[src/rtl/prog_load_if.sv]
// Bus between the program-load controller and its surroundings: the load
// request from the board, the boot-ROM read port, the IMEM write port with
// its ready handshake, and the status/hold signals seen by the processor.
interface prog_load_if #(
  parameter int ADDR_W = 8,
  parameter int DATA_W = 32
) ();
  logic              load_req;
  logic [ADDR_W-1:0] rom_addr;
  logic [DATA_W-1:0] rom_data;
  logic              imem_we;
  logic [ADDR_W-1:0] imem_addr;
  logic [DATA_W-1:0] imem_wdata;
  logic              imem_ready;
  logic              cpu_hold;
  logic              busy;
  logic              done;
  logic [ADDR_W:0]   words_loaded;

  // Controller side
  modport master (
    input  load_req, rom_data, imem_ready,
    output rom_addr, imem_we, imem_addr, imem_wdata,
           cpu_hold, busy, done, words_loaded
  );

  // Environment side: request source, ROM, IMEM, processor
  modport slave (
    output load_req, rom_data, imem_ready,
    input  rom_addr, imem_we, imem_addr, imem_wdata,
           cpu_hold, busy, done, words_loaded
  );
endinterface

[src/rtl/prog_load_ctrl.sv]
// Program-load controller: on a rising edge of the (synchronised) load
// request it holds the CPU, copies ROM_DEPTH words from the boot ROM into
// instruction memory one READ/WAIT/WRITE triplet at a time, then releases
// the CPU and pulses done. All bus outputs come straight from flops.
module prog_load_ctrl #(
  parameter int ROM_DEPTH = 256,
  parameter int ADDR_W    = 8,
  parameter int DATA_W    = 32,
  parameter int HOLD_CYC  = 4
) (
  input  logic          clk,
  input  logic          reset_n,
  prog_load_if.master   bus
);

  typedef enum logic [2:0] {
    ST_IDLE  = 3'd0,
    ST_HOLD  = 3'd1,
    ST_READ  = 3'd2,
    ST_WAIT  = 3'd3,
    ST_WRITE = 3'd4,
    ST_DONE  = 3'd5
  } state_t;

  localparam logic [ADDR_W-1:0] LAST_ADDR = ADDR_W'(ROM_DEPTH - 1);
  localparam logic [3:0]        HOLD_LAST = 4'(HOLD_CYC - 1);

  state_t            state_q, state_d;
  logic              sync_q1, sync_q2;
  logic [3:0]        hold_cnt_q, hold_cnt_d;
  logic [ADDR_W-1:0] addr_q, addr_d;
  logic [ADDR_W-1:0] rom_addr_q, rom_addr_d;
  logic [DATA_W-1:0] wdata_q, wdata_d;
  logic [ADDR_W:0]   words_q, words_d;
  logic              imem_we_q, imem_we_d;
  logic              cpu_hold_q, cpu_hold_d;
  logic              busy_q, busy_d;
  logic              done_q, done_d;
  logic              start_s;

  // Rising edge of the synchronised request; only honoured in IDLE.
  assign start_s = sync_q1 & ~sync_q2;

  // Two-flop synchroniser for the asynchronous button request.
  always_ff @(posedge clk or negedge reset_n) begin
    if (!reset_n) begin
      sync_q1 <= 1'b0;
      sync_q2 <= 1'b0;
    end else begin
      sync_q1 <= bus.load_req;
      sync_q2 <= sync_q1;
    end
  end

  // Next-state, datapath and output decode for the copy sequence.
  always_comb begin
    state_d    = state_q;
    hold_cnt_d = hold_cnt_q;
    addr_d     = addr_q;
    rom_addr_d = rom_addr_q;
    wdata_d    = wdata_q;
    words_d    = words_q;
    case (state_q)
      ST_IDLE: begin
        if (start_s) begin
          state_d    = ST_HOLD;
          words_d    = '0;
          addr_d     = '0;
          hold_cnt_d = 4'd0;
        end else begin
          state_d = ST_IDLE;
        end
      end
      ST_HOLD: begin
        if (hold_cnt_q == HOLD_LAST) begin
          state_d    = ST_READ;
          rom_addr_d = addr_q;   // address is presented during the READ cycle
        end else begin
          hold_cnt_d = hold_cnt_q + 4'd1;
        end
      end
      ST_READ: begin
        state_d = ST_WAIT;
      end
      ST_WAIT: begin
        wdata_d = bus.rom_data;  // ROM data valid one cycle after the address
        state_d = ST_WRITE;
      end
      ST_WRITE: begin
        if (imem_we_q && bus.imem_ready) begin
          words_d = words_q + {{ADDR_W{1'b0}}, 1'b1};
          if (addr_q == LAST_ADDR) begin
            state_d = ST_DONE;
          end else begin
            addr_d     = addr_q + {{(ADDR_W-1){1'b0}}, 1'b1};
            rom_addr_d = addr_q + {{(ADDR_W-1){1'b0}}, 1'b1};
            state_d    = ST_READ;
          end
        end else begin
          state_d = ST_WRITE;    // stall: address/data/we held by their flops
        end
      end
      ST_DONE: begin
        state_d = ST_IDLE;
      end
      default: begin
        state_d = ST_IDLE;
      end
    endcase
    imem_we_d  = (state_d == ST_WRITE);
    cpu_hold_d = (state_d != ST_IDLE);
    busy_d     = (state_d != ST_IDLE);
    done_d     = (state_d == ST_DONE);
  end

  // State, datapath and output registers; reset drops everything to idle.
  always_ff @(posedge clk or negedge reset_n) begin
    if (!reset_n) begin
      state_q    <= ST_IDLE;
      hold_cnt_q <= 4'd0;
      addr_q     <= '0;
      rom_addr_q <= '0;
      wdata_q    <= '0;
      words_q    <= '0;
      imem_we_q  <= 1'b0;
      cpu_hold_q <= 1'b0;
      busy_q     <= 1'b0;
      done_q     <= 1'b0;
    end else begin
      state_q    <= state_d;
      hold_cnt_q <= hold_cnt_d;
      addr_q     <= addr_d;
      rom_addr_q <= rom_addr_d;
      wdata_q    <= wdata_d;
      words_q    <= words_d;
      imem_we_q  <= imem_we_d;
      cpu_hold_q <= cpu_hold_d;
      busy_q     <= busy_d;
      done_q     <= done_d;
    end
  end

  assign bus.rom_addr     = rom_addr_q;
  assign bus.imem_we      = imem_we_q;
  assign bus.imem_addr    = addr_q;
  assign bus.imem_wdata   = wdata_q;
  assign bus.cpu_hold     = cpu_hold_q;
  assign bus.busy         = busy_q;
  assign bus.done         = done_q;
  assign bus.words_loaded = words_q;

endmodule

[src/flat_wrapper.sv]
// flat-port wrapper written by rule: the top's interface ports become plain ports
module prog_load_ctrl_flat 
#(
  parameter int ROM_DEPTH = 256,
  parameter int ADDR_W    = 8,
  parameter int DATA_W    = 32,
  parameter int HOLD_CYC  = 4
)
  (clk, reset_n, bus_load_req, bus_rom_data, bus_imem_ready, bus_rom_addr, bus_imem_we, bus_imem_addr, bus_imem_wdata, bus_cpu_hold, bus_busy, bus_done, bus_words_loaded);
  prog_load_if #(.ADDR_W(ADDR_W), .DATA_W(DATA_W)) bus_i ();
  input  logic clk;
  input  logic reset_n;
  input wire logic [$bits(bus_i.load_req)-1:0] bus_load_req;
  input wire logic [$bits(bus_i.rom_data)-1:0] bus_rom_data;
  input wire logic [$bits(bus_i.imem_ready)-1:0] bus_imem_ready;
  output wire logic [$bits(bus_i.rom_addr)-1:0] bus_rom_addr;
  output wire logic [$bits(bus_i.imem_we)-1:0] bus_imem_we;
  output wire logic [$bits(bus_i.imem_addr)-1:0] bus_imem_addr;
  output wire logic [$bits(bus_i.imem_wdata)-1:0] bus_imem_wdata;
  output wire logic [$bits(bus_i.cpu_hold)-1:0] bus_cpu_hold;
  output wire logic [$bits(bus_i.busy)-1:0] bus_busy;
  output wire logic [$bits(bus_i.done)-1:0] bus_done;
  output wire logic [$bits(bus_i.words_loaded)-1:0] bus_words_loaded;
  assign bus_i.load_req = bus_load_req;
  assign bus_i.rom_data = bus_rom_data;
  assign bus_i.imem_ready = bus_imem_ready;
  assign bus_rom_addr = bus_i.rom_addr;
  assign bus_imem_we = bus_i.imem_we;
  assign bus_imem_addr = bus_i.imem_addr;
  assign bus_imem_wdata = bus_i.imem_wdata;
  assign bus_cpu_hold = bus_i.cpu_hold;
  assign bus_busy = bus_i.busy;
  assign bus_done = bus_i.done;
  assign bus_words_loaded = bus_i.words_loaded;
  prog_load_ctrl #(.ROM_DEPTH(ROM_DEPTH), .ADDR_W(ADDR_W), .DATA_W(DATA_W), .HOLD_CYC(HOLD_CYC)) u_core (.clk(clk), .reset_n(reset_n), .bus(bus_i));
endmodule
[config.mk]
export PLATFORM = sky130hd
export DESIGN_NAME = prog_load_ctrl_flat
export DESIGN_NICKNAME = d
export VERILOG_FILES = /design/src/rtl/prog_load_if.sv /design/src/rtl/prog_load_ctrl.sv /design/src/flat_wrapper.sv
export SDC_FILE = /design/constraint.sdc
export NUM_CORES = 1
export LEC_CHECK = 0
export BUFFER_PORTS_ARGS = -buffer_cell sky130_fd_sc_hd__buf_2
export CORE_ASPECT_RATIO = 1.4
export CORE_UTILIZATION = 51
export DETAILED_ROUTE_END_ITERATION = 10
export MAX_ROUTING_LAYER = met4
export PLACE_DENSITY = 0.87
export SYNTH_ARGS = -nofsm -noshare
export SYNTH_HDL_FRONTEND = slang
export SYNTH_SLANG_ARGS = --single-unit
[constraint.sdc]
create_clock -name clk -period 1.9 [get_ports clk]
set_input_delay 0.19 -clock clk [delete_from_list [all_inputs] [get_ports clk]]
set_output_delay 0.19 -clock clk [all_outputs]
set_load 0.02 [all_outputs]
; ---- After elaboration in Yosys (flattened, before gate mapping)
; Cells that the tools add are included.
[totals]
reg_bits = 69
latch_bits = 0
ram_bits = 0
rom_bits = 0
input_bits = 36
output_inout_bits = 61
elab_cells = 56
memories = 0
[classes]
n_addsub = 3
multipliers = 0
div_mod_pow = 0
n_lt_le_gt_ge = 0
eq_ne = 13
shift = 0
muxes = 17
bitwise_logic = 2
reduce_logical = 10
[ops]
columns = cell, count
row1 = $mux 8, 4
row2 = $pmux 8 s2, 2
row3 = $mux 9, 2
row4 = $pmux 9 s2, 1
row5 = $pmux 3 s5, 1
row6 = $add 9x1->9 const B, 1
row7 = $eq 3x3->1 const B, 3
row8 = $mux 3, 3
row9 = $add 8x1->8 const B, 1
row10 = $eq 8x8->1 const B, 1
row11 = $mux 4, 2
row12 = $pmux 4 s2, 1
row13 = $reduce_and 4->1, 2
row14 = $eq 3x2->1 const B, 2
row15 = $ne 2x1->1 const B, 3
row16 = $reduce_and 3->1, 2
row17 = $reduce_bool 2->1, 3
row18 = $add 4x1->4 const B, 1
row19 = $eq 4x2->1 const B, 1
row20 = $ne 2x2->1 const B, 2
row21 = $eq 3x1->1 const B, 1
row22 = $logic_not 3->1, 1
row23 = $reduce_bool 3->1, 1
row24 = $and 1x1->1, 1
row25 = other kinds (3), 3

; ---- Logic depth before layout (Yosys ltp)
; Gate-level depths: netlist of run 1.
[depth]
ltp_word = 5
depth_mapped = 7
mapped_depth_nobuf = 5

; ---- Worst setup path after synthesis of run 1
; OpenSTA, ideal clock, no wires.
[synth_timing]
path_kind = flip-flop to flip-flop
start = reg u_core.addr_q[1], in the netlist u_core.bus.imem_addr[1]
end = reg u_core.addr_q[0], in the netlist u_core.bus.imem_addr[0]
setup_time_ps = 125
arrival_time_ps = 1750
required_ps = 1775
setup_slack_ps = 25
path_stages_with_launch = 6
path_buffers = 0
period_less_slack_ps = 1875
cell_sequence = dfrtp_1 ha_1 nand3_1 or2_1 o22a_1 mux2_4
[synth_between]
elab_chain_len = 3
[synth_lines]
columns = element, line_no
row1 = start: declaration, prog_load_ctrl.sv:31  ; logic [ADDR_W-1:0] addr_q, addr_d;
row2 = start signal: assignment, prog_load_ctrl.sv:132  ; addr_q <= addr_d;
row3 = $eq 8x8->1, prog_load_ctrl.sv:92  ; if (addr_q == LAST_ADDR) begin
row4 = $ne 2x2->1 (no line), --
row5 = $reduce_and 4->1 (no line), --
; Every way passes these cells.
; A chain may end at the register's enable or synchronous reset.

; ---- Final worst setup path of run 1
[layout_timing]
start = reg u_core.state_q[1]
end = reg u_core.addr_q[1], in the netlist u_core.bus.imem_addr[1]
[layout_between]
elab_chain_len = 3
word_cells_on_any_way = 8
classes_between = 4 x eq/ne / 1 x mux / 3 x reduce/logical
[layout_lines]
columns = element, line_no
row1 = start: declaration, prog_load_ctrl.sv:28  ; state_t state_q, state_d;
row2 = start signal: assignment, prog_load_ctrl.sv:130  ; state_q <= state_d;
row3 = $eq 3x3->1 / $logic_not 3->1 (equally long branches), prog_load_ctrl.sv:63  ; case (state_q)
row4 = "$ne 2x2->1 (no line), or another cell as far along", --
row5 = $reduce_and 4->1 (no line), --
; Parallel ways exist; a longest one is shown, timed or not.

==> results.toml, run 1 <==
[yosys]
syn_inst = 244
synth_area_leaders = "dfrtp_1 (57%), mux2_2 (15%), xnor2_1 (3.7%)"
syn_area_mm2 = 0.003042
ys_types = 43
synth_seq_cells = 69
yosysWarnings = 0
syn_nets = 284
postSynth.asyncResetShare_pct = 100.0
synth_edf_count = 0
synthFlopType = "dfrtp_1"
synth_top_area_cell = "dfrtp_1"
synth.avg_cell_area_um2 = 12.47
synth_top_area_share_pct = 56.77
seq_area_frac_synth_pct = 56.77

[cts]
clk_latency_ns = 0.34
h-tree-depth = 3
clk_pin_slew_ns = 0.08
cts.sinks = 69
root_buffer = "clkbuf_8"
clockBufferDepth = 2
cts_buffers = 9
cts_tree = "yes"

[setup_path]
crit_chain = "or3b_4 -> or2_1 -> o22a_1 -> mux2_4"
critPathMaxFanout = 7
ff2ff_path_depth = 4
rr_startpoint = "u_core.state_q[1]"
worst_path_largest_cell_delay_ns = 0.46
path_delay_family = "simple AND/OR/NAND/NOR gates"
path_class = "flop to flop"
rr_endpoint = "u_core.bus.imem_addr[1]"
cp-endpoint = "u_core.bus.imem_addr[1]"
r2r_slack_ns = 0.04
crit_arrival_ns = 2.09
cp_slowest_cell = "or3b_4"
crit_path_end_kind = "flop"
startpoint_type = "flop"
crit_start = "u_core.state_q[1]"
critical_path_required_ns = 2.13
crit_buf_inv = 0
path_depth = 4

[placed_design]
dp_hpwl_mm = 4.756
place_congestion = 0.9125
dpl_worst_slack_ns = 0.01079
dpl.cell_count = 413
placed_area_mm2 = 0.003712
port_buffers = 96

[final_layout]
antenna_cells = 0
final-seq-area_mm2 = 0.001727
final_cells = 434
layout_common_cells = "buf_2 (96), dfrtp_1 (69), mux2_2 (40), nor2_1 (16), buf_4 (15)"
nNetsFinal = 401
final_common_cell = "buf_2"
layout-drive-gt1-share_pct = 48.91
syn_to_final_growth_pct = 31.30
finalInstanceArea_mm2 = 0.003994
multiInputGateArea_mm2 = 0.001239
num-fill-cells = 377

[power]
leakagePower_uw = 0.001992
powerDensity_mw_per_mm2 = 1427
vdd_drop_max_uv = 1039

[status]
status = "complete, no violations"

[sta]
fin_setup_tns_ns = 0
period_minus_slack_ns = 1.856
worst_pin_slew_ns = 0.6484
fin_ws_ns = 0.04407
rsz0062_at_grt = "no"
relSlewSlack_pct = 56.78
fmax_ghz = 0.5388
drv_slew = 0
fin_crit_sh_pct = 97.68
skew_ns = 0.009390
final-hold-violation-count = 0
setup_violations = 0

[floorplanning]
die_x_um = 67.27
fp.dieArea_mm2 = 0.006281
io_pins = 97
rows = 32
die_height_um = 93.38
core_area_mm2 = 0.005645
start_util_pct = 53.88

[routing]
drc_errors = 0
drt_first_pass_iters = 4
dr.first_iter.drc_count = 98
ant_nets = 0
vias = 2312
vias_per_cell = 5.327
routed_wl_mm = 6.709
wire_per_inst_um = 15.46

[worst_hold_path]
hp-class = "input port to flop"

[job]
maxCapViolCount = 0

[global_route]
grt_use_total_pct = 23.40
grt_pass1_wl_mm = 10.55
grt_pass1_vias = 2275
grt-ovfl-total = 0
grt_antenna_before_repair = 0
grt_max_degree = 33
==> synth_stat cells (2+ instances only) <==
cell type and instances:
or3b_2 2, o31ai_1 2, a21oi_1 3, nor4_1 3, a21o_1 3, and2_1 3
nand2_1 6, buf_2 3, o211ai_1 2, and3_1 3, ha_1 4, inv_1 6
a22o_1 2, mux2_2 40, nand3_1 10, nor3b_1 2, dfrtp_1 69, nor2b_1 2
xor2_1 4, clkbuf_1 6, nand4_1 6, xnor2_1 13, nor2_1 16, buf_4 2
nor3_1 8, o22ai_1 2, mux2_4 2, o21ai_0 5
==> layer usage <==
metal	vias up	routed length, um	GRT usage (%)
met4	0	116	8.688
met1	1149	2586	27.05
li1	1094	-	-
met2	59	3792	39.58
met5	-	0	-
met3	10	213	4.390
==> what timing repair did <==
action | in CTS | in global routing
endpoints found under the hold margin | 25 | 0
gates cloned | 0 | 0
hold buffers | 2 | 0
setup buffers | 1 | 2
endpoints found under the setup margin | 1 | 7
pin swaps | 1 | 1
gates resized for setup | 0 | 1
==> cells by family after synthesis <==
group	after synthesis	synth area share, %
xor gates and xnor gates	17	4.895
buffers and inverters	18	2.591
muxes	43	16.13
DFF	69	56.77
AOI/OAI and AO/OA	25	6.047
adders and majority gates	4	1.645
and+or+nand+nor	68	11.93
==> area by class of cell <==
cell class / instances / area share [%]
multi-input combinational: 157 / 31.02
sequential: 69 / 43.23
timing repair buffer: 117 / 17.36
clock inverter: 5 / 2.068
clock buffer: 11 / 3.540
tap: 68 / 2.130
inverter: 7 / 0.6579
==> worst min-delay path by stage <==
stage                     start                   endpoint  cells past startpoint
3_5_place_dp            reset_n     u_core.bus.rom_addr[0]                      1
4_1_cts        bus_rom_data[14]  u_core.bus.imem_wdata[14]                      2
3_3_place_gp            reset_n     u_core.bus.rom_addr[0]                      1
5_1_grt        bus_rom_data[31]  u_core.bus.imem_wdata[31]                      2
6_report       bus_rom_data[11]  u_core.bus.imem_wdata[11]                      2
2_1_floorplan           reset_n        u_core.bus.cpu_hold                      0
==> metrics by stage <==
stage | hold WS, ns | total power (uW) | utilization (%)
global route | 0.07084 | 5986 | 70.74
CTS | 0.06718 | 5723 | 70.43
finish | 0.07470 | 5701 | 70.74
floorplan | -0.1056 | 3610 | -
detailed placement | 0.2479 | 4366 | 65.76
global placement | 0.2390 | 4268 | 65.76
==> state kept, by name, summed over array words and instances, names as in the netlist <==
register and flops:
u_core.sync_q1 1, u_core.bus.imem_wdata 32, u_core.state_q 3, u_core.bus.words_loaded 9, u_core.sync_q2 1, u_core.bus.rom_addr 8, u_core.bus.imem_addr 8, u_core.bus.done 1
u_core.bus.cpu_hold 1, u_core.bus.imem_we 1, u_core.hold_cnt_q 4
==> power breakdown <==
group | total (uW) | leakage, uW | switching [uW] | internal (uW)
combinational | 2150 | 0.00100 | 1200 | 943
clock | 1340 | 0.000114 | 557 | 780
sequential | 2220 | 0.000873 | 265 | 1950
total | 5700 | 0.00199 | 2030 | 3680
Power figures use the tool's default switching activity.
==> run 2, diff against run 1 <==
--- a/config.mk
+++ b/config.mk
@@ -7,10 +7,12 @@
 export LEC_CHECK = 0
 export BUFFER_PORTS_ARGS = -buffer_cell sky130_fd_sc_hd__buf_2
 export CORE_ASPECT_RATIO = 1.4
-export CORE_UTILIZATION = 51
+export CORE_MARGIN = 3
+export CORE_UTILIZATION = 52
+export CTS_BUF_LIST = sky130_fd_sc_hd__clkbuf_8
 export DETAILED_ROUTE_END_ITERATION = 10
 export MAX_ROUTING_LAYER = met4
-export PLACE_DENSITY = 0.87
+export PLACE_DENSITY = 0.88
 export SYNTH_ARGS = -nofsm -noshare
 export SYNTH_HDL_FRONTEND = slang
 export SYNTH_SLANG_ARGS = --single-unit
==> run 2 against run 1 <==
Effect of this change:
- routed wire length up 2.9%
- clock skew up 0.0032 ns
- sequential share of layout area up 0.48 points
- design area down 1.1%
- clock power up 7%
- worst setup slack better by 0.015 ns
- sequential cell count unchanged
- global-route usage down 2.9 points
- largest power group unchanged
==> results.toml, run 2 (same netlist as run 1, synthesis figures left out) <==
[status]
status = "complete, no violations"

[setup_path]
path_class = "flop to flop"
crit_start = "u_core.state_q[0]"
critical_path_required_ns = 2.12
crit_arrival_ns = 2.07
startpoint_type = "flop"
critPathMaxFanout = 7
rr_startpoint = "u_core.state_q[0]"
crit_path_end_kind = "flop"

[final_layout]
post-route-util_pct = 70.47
antenna_cells = 0
layout-drive-gt1-share_pct = 48.48
final-seq-area_mm2 = 0.001727
largest_reg_flops = 32
layout_common_cells = "buf_2 (96), dfrtp_1 (69), mux2_2 (40), nor2_1 (16)"
syn_to_final_growth_pct = 29.86
multiInputGateArea_mm2 = 0.001239
nNetsFinal = 397
final_common_cell = "buf_2"
num-fill-cells = 399

[power]
vdd_drop_max_uv = 1085
leakagePower_uw = 0.001968
p_comb_share_pct = 37.1
intPower_uw = 3743
finalPower_uw = 5793
swShare_pct = 35.39
clockPowerShare_pct = 24.7
powerDensity_mw_per_mm2 = 1467
pwr-share-seq_pct = 38.3
p_sw_uw = 2050

[global_route]
grt_use_total_pct = 20.52
grt_antenna_before_repair = 0
grt-ovfl-total = 0
grt_max_degree = 70
grt_pass1_wl_mm = 10.56
grt_pass1_vias = 2302

[sta]
relSlewSlack_pct = 75.28
rsz0062_at_grt = "no"
fmax_ghz = 0.5433
fin_setup_tns_ns = 0
final-hold-violation-count = 0
worst_pin_slew_ns = 0.3700
period_minus_slack_ns = 1.841
skew_ns = 0.01263
drv_slew = 0
holdWs_ns = 0.07313
setup_violations = 0
fin_crit_sh_pct = 96.87

[cts]
cts.sinks = 69
cts_buffers = 9
cts_tree = "yes"
root_buffer = "clkbuf_8"
clk_latency_ns = 0.34
clk_pin_slew_ns = 0.08
h-tree-depth = 3
clockBufferDepth = 2

[routing]
ant_nets = 0
dr.first_iter.drc_count = 134
drc_errors = 0
vias_per_cell = 5.485
wire_per_inst_um = 16.09
routed_wl_mm = 6.901
drt_first_pass_iters = 4
vias = 2353

[placed_design]
place_congestion = 0.8231
port_buffers = 96
dp_hpwl_mm = 4.884

[floorplanning]
io_pins = 97
die_height_um = 96.50
fp.dieArea_mm2 = 0.006816
die_x_um = 70.64
rows = 32
start_util_pct = 54.26
core_area_mm2 = 0.005605

[worst_hold_path]
hp-start = "bus_rom_data[9]"
hp-class = "input port to flop"

[job]
maxCapViolCount = 0
run 2: changes by cell type in the layout (fill, tap and decap cells not counted):
cell        change
buf_12          -2
buf_4           -2
bufinv_16       +1
clkbuf_1        -1
clkbuf_8        -1
clkinv_4        -1
clkinvlp_4      +1
run 2: what timing repair did:
action                                  4_1_cts  5_1_grt
hold buffers                                  2        0
endpoints found under the setup margin        7        4
endpoints found under the hold margin        70        0
pin swaps                                     1        1
setup buffers                                 1        0
resized for setup                             1        0
run 2: worst max-delay path: stages (launching register included):
cell     delay (ns)
dfrtp_1        0.39
or3b_4         0.45
or2_1          0.29
o22a_1         0.27
mux2_4         0.32
run 2: through the flow:
stage	area (um2)	worst slack, ns	cells
2_1_floorplan	3042	0.02535	244
3_3_place_gp	3685	0.07046	411
3_5_place_dp	3685	0.004891	411
4_1_cts	3950	0.06354	429
5_1_grt	3950	0.01669	429
6_report	3950	0.05947	429
run 2: layout make-up:
class	count	share of cell area (%)
tap	68	2.154
clock buffer	9	3.136
sequential	69	43.71
inverter	7	0.6652
timing repair buffer	113	16.15
clock inverter	6	2.819
multi-input combinational	157	31.36
run 2: final timing paths:
| path | end | slack, ns | cells after the start |
|---|---|---|---|
| min reg2reg | u_core.sync_q2 | 0.38 | 0 |
| min | u_core.bus.imem_wdata[9] | 0.07 | 2 |
| min in group asynchronous | u_core.bus.imem_wdata[12] | 0.40 | 3 |
| max | u_core.bus.imem_addr[0] | 0.06 | 4 |
| max in group asynchronous | u_core.bus.imem_wdata[6] | 1.20 | 3 |
| max reg2reg | u_core.bus.imem_addr[0] | 0.06 | 4 |
run 2: routing by layer:
metal,vias up,wire [um],track usage [%]
met3,12,335,4.141
met4,0,128,8.307
met1,1170,2491,21.72
li1,1084,-,-
met5,-,0,-
met2,87,3945,37.58
run 2: power groups by stage:
stage	combinational (uW)	clock (uW)	sequential [uW]
floorplan	855	0	2760
global placement	2070	0	2200
detailed placement	2140	0	2240
CTS	2170	1450	2210
global route	2310	1510	2270
finish	2150	1430	2220
